[config.mk]
export PLATFORM = sky130hd
export DESIGN_NAME = vga_sync_gen
export DESIGN_NICKNAME = d
export VERILOG_FILES = /design/src/rtl/vga_sync_gen.sv
export SDC_FILE = /design/constraint.sdc
export NUM_CORES = 1
export LEC_CHECK = 0
export ABC_AREA = 1
export BUFFER_PORTS_ARGS = -buffer_cell sky130_fd_sc_hd__buf_2
export CAP_MARGIN = 20
export CORE_ASPECT_RATIO = 0.5
export CORE_MARGIN = 3
export CORE_UTILIZATION = 55
export CTS_CLUSTER_DIAMETER = 40
export DETAILED_ROUTE_END_ITERATION = 10
export HOLD_SLACK_MARGIN = 0.06
export PLACE_DENSITY = 0.9
export SYNTH_ARGS = -nofsm -noshare
export SYNTH_HDL_FRONTEND = slang
export SYNTH_SLANG_ARGS = --single-unit
[constraint.sdc]
create_clock -name clk -period 2.1 [get_ports clk]
set_input_delay 0 -clock clk [delete_from_list [all_inputs] [get_ports clk]]
set_output_delay 0 -clock clk [all_outputs]
set_load 0.03 [all_outputs]
[src/rtl/vga_sync_gen.sv]
// VGA raster generator: pixel strobe by clock-enable, x/y counters, registered syncs and ticks.
// Sync levels are registered from the next count values so they change on the same edge as x/y.
module vga_sync_gen #(
    parameter int unsigned CLK_DIV   = 4,
    parameter int unsigned H_DISPLAY = 640,
    parameter int unsigned H_FRONT   = 16,
    parameter int unsigned H_SYNC    = 96,
    parameter int unsigned H_BACK    = 48,
    parameter int unsigned V_DISPLAY = 480,
    parameter int unsigned V_FRONT   = 10,
    parameter int unsigned V_SYNC    = 2,
    parameter int unsigned V_BACK    = 33,
    parameter bit          SYNC_POL  = 1'b0
) (
    input  logic       clk,
    input  logic       reset,
    output logic       p_tick,
    output logic [9:0] x,
    output logic [9:0] y,
    output logic       video_on,
    output logic       hsync,
    output logic       vsync,
    output logic       line_tick,
    output logic       frame_tick
);

    localparam int unsigned H_TOTAL = H_DISPLAY + H_FRONT + H_SYNC + H_BACK;
    localparam int unsigned V_TOTAL = V_DISPLAY + V_FRONT + V_SYNC + V_BACK;
    localparam int unsigned DIV_W   = (CLK_DIV > 1) ? $clog2(CLK_DIV) : 1;

    localparam logic [DIV_W-1:0] DIV_LAST = DIV_W'(CLK_DIV - 1);
    localparam logic [9:0] X_LAST   = 10'(H_TOTAL - 1);
    localparam logic [9:0] Y_LAST   = 10'(V_TOTAL - 1);
    localparam logic [9:0] HS_START = 10'(H_DISPLAY + H_FRONT);
    localparam logic [9:0] HS_END   = 10'(H_DISPLAY + H_FRONT + H_SYNC - 1);
    localparam logic [9:0] VS_START = 10'(V_DISPLAY + V_FRONT);
    localparam logic [9:0] VS_END   = 10'(V_DISPLAY + V_FRONT + V_SYNC - 1);

    logic [DIV_W-1:0] div;
    logic             adv;
    logic             x_last;
    logic             y_last;
    logic [9:0]       x_next;
    logic [9:0]       y_next;

    always_comb begin
        adv    = (div == DIV_LAST);
        x_last = (x == X_LAST);
        y_last = (y == Y_LAST);
        x_next = x;
        y_next = y;
        if (adv) begin
            x_next = x_last ? 10'd0 : x + 10'd1;
            if (x_last) begin
                y_next = y_last ? 10'd0 : y + 10'd1;
            end
        end
    end

    assign video_on = (x < 10'(H_DISPLAY)) && (y < 10'(V_DISPLAY));

    always_ff @(posedge clk or posedge reset) begin
        if (reset) begin
            div        <= '0;
            p_tick     <= 1'b0;
            line_tick  <= 1'b0;
            frame_tick <= 1'b0;
            x          <= 10'd0;
            y          <= 10'd0;
            hsync      <= ~SYNC_POL;
            vsync      <= ~SYNC_POL;
        end else begin
            div        <= adv ? '0 : div + DIV_W'(1);
            p_tick     <= adv;
            line_tick  <= adv && x_last;
            frame_tick <= adv && x_last && y_last;
            x          <= x_next;
            y          <= y_next;
            // Decode from the next counts so the sync edge lines up with the x/y it belongs to.
            hsync      <= ((x_next >= HS_START) && (x_next <= HS_END)) ? SYNC_POL : ~SYNC_POL;
            vsync      <= ((y_next >= VS_START) && (y_next <= VS_END)) ? SYNC_POL : ~SYNC_POL;
        end
    end

endmodule

==> flow_metrics.tcl <==
set metrics [dict create \
    portBuffers 27 \
    antenna_found_initial 0 \
    ys_ff_latch 27 \
    grt_usage_pct 21.8 \
    detail-route-antenna-nets 0 \
    fp-row-count 13 \
    cp.required_ps 2320 \
    cts_buffers 3 \
    ioPinCount 28 \
    rsz0062_at_grt "no" \
    p_per_area_nw_per_um2 457 \
    fp.dieW_um 82.6 \
    grt_overflow 0 \
    vias_per_cell 5.01 \
    grt_pass1_wl_mm 5.91 \
    antennaDiodeCount 0 \
    slew_viol_final 0 \
    ys.warnings.count 0 \
    critPathMaxFanout 4 \
    die_area_um2 3650 \
    ys_seq_area_share_pct 42.1 \
    path_clk_slew_ps 100 \
    cts-root-buf "clkbuf_8" \
    first_global_vias 1327 \
    fin_total_pwr_uw 846 \
    htreeDepth 1 \
    syn_area_um2 1610 \
    drtPass1Iterations 4 \
    synth-edff-count 0 \
    hold_violations 0 \
    synthArstFlopShare_pct 100 \
    dp_hpwl_mm 2.63 \
    crit_type "reg -> reg" \
    gp_congestion 0.898 \
    coreArea_um2 2680 \
    drc 0 \
    mostFrequentLayoutCell "inv_1" \
    p_leak_nw 1.13 \
    wl_per_cell_um 12.2 \
    fin_util_pct 69.0 \
    start_util_pct 60.0 \
    area_growth_pct 14.8 \
    avgSynthCellArea_um2 7.39 \
    grt_max_degree 28 \
    drive_gt1_share_pct 20.9 \
    final_cell_mix "inv_1 (46), nand2_1 (45), nor2_1 (32)" \
    fin_crit_ps 1780 \
    finalNetCount 256 \
    die_height_um 44.3 \
    ir_drop_v 0.000360 \
    finalNonFillerCells 286 \
    crit_arrival_ps 2000 \
    dp_cells 281 \
    netlist_instances 218 \
    cts_max_path_buffers 2 \
    fin_crit_sh_pct 84.8 \
    slew_headroom_pct 76.1 \
    cts.sinks 27 \
    cp-end-kind "flop" \
    totalWireLength_mm 3.49 \
    synth-main-ff-cell "dfrtp_1" \
    ys_types 29 \
    skew_ps 4.36 \
    cts_setup_buffers 0 \
    clock_latency_ps 280 \
    setup_violations 0 \
    outcome "finished clean" \
    worst_pin_slew_ps 358 \
    drtIter0Drc 79 \
    finalSetupTns_ps 0 \
    start_kind "flop" \
    syn_nets 224 \
    max_freq_mhz 562 \
    hold_path.class "in -> async" \
    routed-via-count 1433 \
    cts_tree "yes" \
    maxCapViolCount 0 \
]
[final timing paths]
path	slack [ps]	depth (start not counted)	end	startpoint
setup / recovery	320	12	vsync	x[0]
hold reg to reg	430	1	div[0]	div[0]
max in group asynchronous	1480	4	vsync	reset
hold / removal	300	4	y[0]	reset
min in group clk	430	1	div[0]	div[0]
setup reg to reg	320	12	vsync	x[0]
[registers in the layout, indices dropped and copies added (netlist names)]
| name | cells |
|---|---|
| x | 10 |
| y | 10 |
| div | 2 |
| frame_tick | 1 |
| hsync | 1 |
| line_tick | 1 |
| p_tick | 1 |
| vsync | 1 |
[synthesized netlist by cell type (4+ instances only)]
master   number  area, µm²
ha_1          4       50.1
nor2_1       32        120
inv_1        46        173
a21oi_1       4       20.0
dfrtp_1      25        626
nand4_1       6       37.5
nand3_1      19       95.1
nand2_1      45        169
nor2_2        4       25.0
nor3_1        7       35.0
[critical path, cell delays in order (launching register included)]
cell and delay [ps]:
dfrtp_1 420, ha_1 250, inv_1 70, nor2_1 200, nand3_1 100, nor2_1 160
nand3_1 90, nand2_1 60, nand2_1 40, inv_1 70, nand3_1 90, nor2_1 110
nand2_1 60
[cells by family after synthesis]
kind of cell	share of synthesized area [%]
AO/OA/AOI/OAI	2.64
XOR/XNOR	1.63
adder cells (fa/ha/maj)	3.11
buffers and inverters	12.2
flip-flops	42.1
AND/OR/NAND/NOR	38.4
[layout make-up]
class / instances / area [µm²]
fillers: 210 / 833
multi-input cells: 140 / 737
flip-flops and latches: 27 / 678
inverters: 48 / 180
repair buffers: 30 / 160
well taps: 37 / 46.3
clock buffers: 3 / 41.3
clock inverters: 1 / 7.51
[stage by stage]
stage | area [µm²] | worst slack [ps] | hold WS, ps
2_1_floorplan | 1610 | 355 | 51.2
3_3_place_gp | 1790 | 464 | 67.1
3_5_place_dp | 1790 | 369 | 78.7
4_1_cts | 1850 | 315 | 309
5_1_grt | 1850 | 140 | 358
6_report | 1850 | 319 | 302
[routing by layer]
layer / vias to the layer above / part of all wire, % / track usage [%]
li1: 725 / - / -
met1: 655 / 46 / 28.8
met2: 48 / 46 / 34.7
met3: 5 / 6.8 / 5.69
met4: 0 / 1.3 / 8.14
met5: - / 0 / 0
[power by group]
part / total, mW / internal [mW] / leakage [nW] / switching [mW]
sequential: 0.520 / 0.520 / 0.356 / 0
clock: 0.312 / 0.135 / 0.0217 / 0.177
combinational: 0.0139 / 0.00323 / 0.750 / 0.0106
[what timing repair did]
| action | CTS | global route |
|---|---|---|
| endpoints found under the setup margin | 0 | 0 |
| hold buffers | 1 | 0 |
| resized for setup | 0 | 0 |
| hold endpoints to repair | 27 | 0 |
(Power assumes the default switching activity.)
